--- config.mk ---
export PLATFORM = sky130hd
export DESIGN_NAME = sid_filter_seq_flat
export DESIGN_NICKNAME = d
export VERILOG_FILES = /design/src/rtl/sid_pkg.sv /design/src/rtl/sid_filter_seq_if.sv /design/src/rtl/sid_mul_shared.sv /design/src/rtl/sid_filter_seq.sv /design/src/flat_wrapper.sv
export SDC_FILE = /design/constraint.sdc
export NUM_CORES = 2
export LEC_CHECK = 0
export CORE_ASPECT_RATIO = 0.5
export CORE_MARGIN = 2
export CORE_UTILIZATION = 45
export DETAILED_ROUTE_END_ITERATION = 10
export PLACE_DENSITY = 0.73
export SYNTH_ARGS = -nofsm -noshare
export SYNTH_HDL_FRONTEND = slang
export SYNTH_HIERARCHICAL = 1
export SYNTH_SLANG_ARGS = --single-unit
--- constraint.sdc ---
create_clock -name clk -period 15 [get_ports clk]
set_clock_uncertainty 0.2 [all_clocks]
set_input_delay 3 -clock clk [delete_from_list [all_inputs] [get_ports clk]]
set_output_delay 3 -clock clk [all_outputs]
set_load 0.1 [all_outputs]
--- src/rtl/sid_pkg.sv ---
// Shared types and defaults for the multi-cycle SID filter sequencer.
package sid_pkg;
    localparam int STATE_W   = 32;
    localparam int FC_OFFSET = 64;
    localparam int RES_STEP  = 10;
    localparam int COEF_W    = 12;

    typedef logic signed [STATE_W-1:0] state_t;

    typedef enum logic [2:0] {IDLE, RES, BAND, LOW, VOL} seq_state_e;
endpackage

--- src/rtl/sid_filter_seq_if.sv ---
// Sample request, register fields and audio result of the filter sequencer.
interface sid_filter_seq_if;
    logic        sample_stb;
    logic [11:0] v_0, v_1, v_2;
    logic [10:0] reg_fc;
    logic [3:0]  reg_res;
    logic [3:0]  reg_en;
    logic        reg_off3, reg_hp, reg_bp, reg_lp;
    logic [3:0]  reg_vol;
    logic [15:0] audio_out;
    logic        out_valid, busy, overrun;

    modport master (
        output sample_stb, v_0, v_1, v_2, reg_fc, reg_res, reg_en,
               reg_off3, reg_hp, reg_bp, reg_lp, reg_vol,
        input  audio_out, out_valid, busy, overrun
    );
    modport slave (
        input  sample_stb, v_0, v_1, v_2, reg_fc, reg_res, reg_en,
               reg_off3, reg_hp, reg_bp, reg_lp, reg_vol,
        output audio_out, out_valid, busy, overrun
    );
endinterface

--- src/rtl/sid_mul_shared.sv ---
// The single signed multiplier; the schedule state picks which operand pair feeds it.
module sid_mul_shared
    import sid_pkg::*;
#(
    parameter int STATE_W = sid_pkg::STATE_W
) (
    input  seq_state_e                  sel,
    input  logic signed [STATE_W-1:0]   band,
    input  logic signed [STATE_W-1:0]   hn,
    input  logic signed [STATE_W-1:0]   bn,
    input  logic [15:0]                 mixc,
    input  logic [COEF_W-1:0]           res,
    input  logic [COEF_W-1:0]           fc,
    input  logic [3:0]                  vol,
    output logic signed [STATE_W+COEF_W:0] prod
);
    logic signed [STATE_W-1:0] a;
    logic [COEF_W-1:0]         b;

    always_comb begin
        a = '0;
        b = '0;
        case (sel)
            RES:  begin a = band; b = res; end
            BAND: begin a = hn;   b = fc;  end
            LOW:  begin a = bn;   b = fc;  end
            VOL:  begin a = {{(STATE_W-16){1'b0}}, mixc}; b = {{(COEF_W-4){1'b0}}, vol}; end
            default: ;
        endcase
    end

    // B is a magnitude, so a zero sign bit keeps the product signed-correct.
    assign prod = a * $signed({1'b0, b});
endmodule

--- src/rtl/sid_filter_seq.sv ---
// SID state-variable filter run as a 4-cycle schedule over one shared multiplier.
module sid_filter_seq
    import sid_pkg::*;
#(
    parameter int STATE_W   = sid_pkg::STATE_W,
    parameter int FC_OFFSET = sid_pkg::FC_OFFSET,
    parameter int RES_STEP  = sid_pkg::RES_STEP
) (
    input  logic             clk,
    input  logic             n_reset,
    sid_filter_seq_if.slave  bus
);
    localparam int MW = STATE_W + 2;

    seq_state_e                  state;
    logic signed [STATE_W-1:0]   low, band, high;
    logic signed [STATE_W-1:0]   hn, bn, ln;
    logic signed [STATE_W-1:0]   filt;
    logic [15:0]                 mixc;
    logic [COEF_W-1:0]           fc_c, res_c;
    logic [3:0]                  vol_c;
    logic signed [STATE_W+COEF_W:0] prod;

    logic [13:0]                 filt_sum, dir_sum;
    logic signed [MW-1:0]        mix_w;
    logic [15:0]                 mix_clamp;
    logic                        unused_en3;

    assign unused_en3 = bus.reg_en[3];

    always_comb begin
        filt_sum = (bus.reg_en[0] ? 14'(bus.v_0) : 14'd0)
                 + (bus.reg_en[1] ? 14'(bus.v_1) : 14'd0)
                 + (bus.reg_en[2] ? 14'(bus.v_2) : 14'd0);
        dir_sum  = (!bus.reg_en[0] ? 14'(bus.v_0) : 14'd0)
                 + (!bus.reg_en[1] ? 14'(bus.v_1) : 14'd0)
                 + ((!bus.reg_en[2] && !bus.reg_off3) ? 14'(bus.v_2) : 14'd0);
        // Mix taps the committed state, which gives one sample of filter latency.
        mix_w = MW'(dir_sum)
              + (bus.reg_lp ? MW'(low)  : MW'(0))
              + (bus.reg_bp ? MW'(band) : MW'(0))
              + (bus.reg_hp ? MW'(high) : MW'(0));
        if (mix_w < 0)
            mix_clamp = 16'd0;
        else if (mix_w > 65535)
            mix_clamp = 16'hffff;
        else
            mix_clamp = mix_w[15:0];
    end

    sid_mul_shared #(.STATE_W(STATE_W)) u_mul (
        .sel  (state),
        .band (band),
        .hn   (hn),
        .bn   (bn),
        .mixc (mixc),
        .res  (res_c),
        .fc   (fc_c),
        .vol  (vol_c),
        .prod (prod)
    );

    always_ff @(posedge clk or negedge n_reset) begin
        if (!n_reset) begin
            state         <= IDLE;
            low           <= '0;
            band          <= '0;
            high          <= '0;
            hn            <= '0;
            bn            <= '0;
            ln            <= '0;
            filt          <= '0;
            mixc          <= '0;
            fc_c          <= '0;
            res_c         <= '0;
            vol_c         <= '0;
            bus.audio_out <= '0;
            bus.out_valid <= 1'b0;
            bus.busy      <= 1'b0;
            bus.overrun   <= 1'b0;
        end else begin
            bus.out_valid <= 1'b0;
            bus.overrun   <= bus.sample_stb && (state != IDLE);
            case (state)
                IDLE: if (bus.sample_stb) begin
                    filt     <= STATE_W'(filt_sum);
                    mixc     <= mix_clamp;
                    fc_c     <= COEF_W'(int'(bus.reg_fc) + FC_OFFSET);
                    res_c    <= COEF_W'(256 - RES_STEP * int'(bus.reg_res));
                    vol_c    <= bus.reg_vol;
                    bus.busy <= 1'b1;
                    state    <= RES;
                end
                RES: begin
                    hn    <= filt - low - STATE_W'(prod >>> 8);
                    state <= BAND;
                end
                BAND: begin
                    bn    <= band + STATE_W'(prod >>> 16);
                    state <= LOW;
                end
                LOW: begin
                    ln    <= low + STATE_W'(prod >>> 16);
                    state <= VOL;
                end
                VOL: begin
                    bus.audio_out <= 16'(prod >>> 4);
                    high          <= hn;
                    band          <= bn;
                    low           <= ln;
                    bus.out_valid <= 1'b1;
                    bus.busy      <= 1'b0;
                    state         <= IDLE;
                end
                default: state <= IDLE;
            endcase
        end
    end
endmodule

--- src/flat_wrapper.sv ---
// flat-port wrapper written by rule: the top's interface ports become plain ports
module sid_filter_seq_flat import sid_pkg::*;
#(
    parameter int STATE_W   = sid_pkg::STATE_W,
    parameter int FC_OFFSET = sid_pkg::FC_OFFSET,
    parameter int RES_STEP  = sid_pkg::RES_STEP
)
  (clk, n_reset, bus_sample_stb, bus_v_0, bus_v_1, bus_v_2, bus_reg_fc, bus_reg_res, bus_reg_en, bus_reg_off3, bus_reg_hp, bus_reg_bp, bus_reg_lp, bus_reg_vol, bus_audio_out, bus_out_valid, bus_busy, bus_overrun);
  sid_filter_seq_if bus_i ();
  input  logic clk;
  input  logic n_reset;
  input wire logic [$bits(bus_i.sample_stb)-1:0] bus_sample_stb;
  input wire logic [$bits(bus_i.v_0)-1:0] bus_v_0;
  input wire logic [$bits(bus_i.v_1)-1:0] bus_v_1;
  input wire logic [$bits(bus_i.v_2)-1:0] bus_v_2;
  input wire logic [$bits(bus_i.reg_fc)-1:0] bus_reg_fc;
  input wire logic [$bits(bus_i.reg_res)-1:0] bus_reg_res;
  input wire logic [$bits(bus_i.reg_en)-1:0] bus_reg_en;
  input wire logic [$bits(bus_i.reg_off3)-1:0] bus_reg_off3;
  input wire logic [$bits(bus_i.reg_hp)-1:0] bus_reg_hp;
  input wire logic [$bits(bus_i.reg_bp)-1:0] bus_reg_bp;
  input wire logic [$bits(bus_i.reg_lp)-1:0] bus_reg_lp;
  input wire logic [$bits(bus_i.reg_vol)-1:0] bus_reg_vol;
  output wire logic [$bits(bus_i.audio_out)-1:0] bus_audio_out;
  output wire logic [$bits(bus_i.out_valid)-1:0] bus_out_valid;
  output wire logic [$bits(bus_i.busy)-1:0] bus_busy;
  output wire logic [$bits(bus_i.overrun)-1:0] bus_overrun;
  assign bus_i.sample_stb = bus_sample_stb;
  assign bus_i.v_0 = bus_v_0;
  assign bus_i.v_1 = bus_v_1;
  assign bus_i.v_2 = bus_v_2;
  assign bus_i.reg_fc = bus_reg_fc;
  assign bus_i.reg_res = bus_reg_res;
  assign bus_i.reg_en = bus_reg_en;
  assign bus_i.reg_off3 = bus_reg_off3;
  assign bus_i.reg_hp = bus_reg_hp;
  assign bus_i.reg_bp = bus_reg_bp;
  assign bus_i.reg_lp = bus_reg_lp;
  assign bus_i.reg_vol = bus_reg_vol;
  assign bus_audio_out = bus_i.audio_out;
  assign bus_out_valid = bus_i.out_valid;
  assign bus_busy = bus_i.busy;
  assign bus_overrun = bus_i.overrun;
  sid_filter_seq #(.STATE_W(STATE_W), .FC_OFFSET(FC_OFFSET), .RES_STEP(RES_STEP)) u_core (.clk(clk), .n_reset(n_reset), .bus(bus_i));
endmodule
==> qor.csv <==
metric,value,unit
Sequential cell area,6710,um2
antenna cell count,0,
actual transition at the worst max-transition pin,1170,ps
Multi-input gate area,25400,um2
Routed Antenna Nets,0,
drt pass-1 iters,7,
Final Max Slew Viols,0,
crit path max-delay cell type,dfrtp_2,
final period utilization,75.8,%
Post-Route WL,93700,um
via count,28378,
crit path capture type,flip-flop,
core area,77200,um2
largest net degree at the start of global routing,158,
Worst path top cell family by delay,adder cells,
worst-path fanout max,37,
Hold Crit Class,reg2reg,
minimum clock period,11370,ps
drt wl/cell,18.3,um
RSZ-0062 raised after global routing,no,
max-cap viol count,0,
Reg2Reg Depth,35,
number of buffer and inverter stages on the critical path,8,
via-per-instance ratio,5.53,
"commonest non-fill, non-tap cell in the layout",inv_1,
"Top cell by count, worst path",fa_1,
Iter 0 DRT Violations,2423,
Starting Density,45.4,%
Synth-to-Final Area Change,8.49,%
first-pass GRT wire length,153000,um
final setup vio count,0,
Clock transition at path regs,70,ps
most frequent cells in the layout,"inv_1, nand2_1, fa_1",
max incr delay on CP,720,ps
CTS tree,yes,
post-detail-place hpwl,73700,um
global route overflow,0,
worst-case clock buffer depth,3,
# resized after CTS,0,
site row count,72,
share of cells above drive strength 1,5.77,%
WP data arrival,11600,ps
post-layout net count,4872,
antenna violations before repair,0,
Startpoint Class,flip-flop,
final hold vios,0,
routability cong.,0.969,
Setup TNS Final,0,ps
status,finished clean,
worst skew pair latency,600,ps
synthesized area,35100,um2
# clock sinks,268,
die height,201,um
Root Buffer,clkbuf_16,
synthesis warning total,6,
syn_area_per_cell,8.63,um2
CP Depth,35,
critical path type,reg2reg,
H-tree Lvls,1,
hold_buf cts,0,
Hold Path Stages,2,
die width,399,um
Hold Slack,254,ps
DRC violations left,0,
number of global-route vias before repair,28804,
Fill cells,7125,
die area,80300,um2
All-Layer GR Usage,23.7,%
fmax,87.9,MHz
Mapped Cells,4063,
num ports,85,
Port-buffer cells,83,
worst rel slew slack,22.0,%
CTS Buf Count,28,
CP Data Required Time,15220,ps
postcts setup bufs,0,
==> worst register-to-register path, delay by kind of cell, from the launching register on <==
| family | cells | cell delay, ps |
|---|---|---|
| fa+ha+maj | 8 | 3600 |
| buf+inv | 8 | 1530 |
| flops | 1 | 720 |
| compound gates | 11 | 2990 |
| simple gates | 6 | 1300 |
| xor+xnor | 2 | 870 |
==> sequential cells by signal (all words and copies together) (netlist names) <==
signal                flops
u_core/hn                32
u_core/bus.out_valid      1
u_core/high              32
u_core/bus.overrun        1
u_core/bn                32
u_core/res_c              8
u_core/fc_c              12
u_core/low               32
u_core/band              32
u_core/bus.audio_out     16
u_core/state              3
u_core/filt              14
u_core/vol_c              4
u_core/ln                32
u_core/bus.busy           1
u_core/mixc              16
==> path summary, 6_finish.rpt <==
kind | to | slack, ps | from
setup / recovery | u_core/hn[27]$_DFFE_PN0P_ | 3630 | u_core/state[1]$_DFFE_PN0P_
hold / removal | u_core/low[13]$_DFFE_PN0P_ | 250 | u_core/ln[13]$_DFFE_PN0P_
setup reg to reg | u_core/hn[27]$_DFFE_PN0P_ | 3630 | u_core/state[1]$_DFFE_PN0P_
hold reg to reg | u_core/low[13]$_DFFE_PN0P_ | 250 | u_core/ln[13]$_DFFE_PN0P_
max in group asynchronous | u_core/state[1]$_DFFE_PN0P_ | 10780 | n_reset
min in group asynchronous | u_core/bus.out_valid$_DFF_PN0_ | 2250 | n_reset
==> layout make-up <==
| class | instances | share of cell area [%] |
|---|---|---|
| repair buffers | 114 | 2.87 |
| well taps | 1036 | 3.41 |
| clock buffers | 42 | 2.25 |
| inverters | 670 | 6.61 |
| multi-input cells | 2988 | 66.8 |
| clock inverters | 10 | 0.467 |
| flip-flops and latches | 268 | 17.6 |
==> per-layer routing <==
metal	share of wire (%)	wire length [um]	GRT usage, %	vias to the layer above
li1	-	-	-	13077
met4	3.6	3340	7.78	0
met3	6.6	6220	3.20	201
met1	43	40100	32.5	14062
met5	0	0	0	-
met2	47	44100	38.8	1038
==> stage by stage <==
| step | setup WS, ps | util [%] | instances | area, um2 |
|---|---|---|---|---|
| finish | 3630 | 49.3 | 5128 | 38000 |
| global route | 3040 | 49.3 | 5128 | 38000 |
| CTS | 3860 | 49.3 | 5128 | 38000 |
| detailed placement | 3960 | 47.9 | 5076 | 37000 |
| global placement | 4030 | 47.9 | 5076 | 37000 |
| floorplan | 5910 | - | 4066 | 35100 |
Power is not shown: default switching activity piles up to over one toggle a cycle in this logic, so the estimate is an artifact.
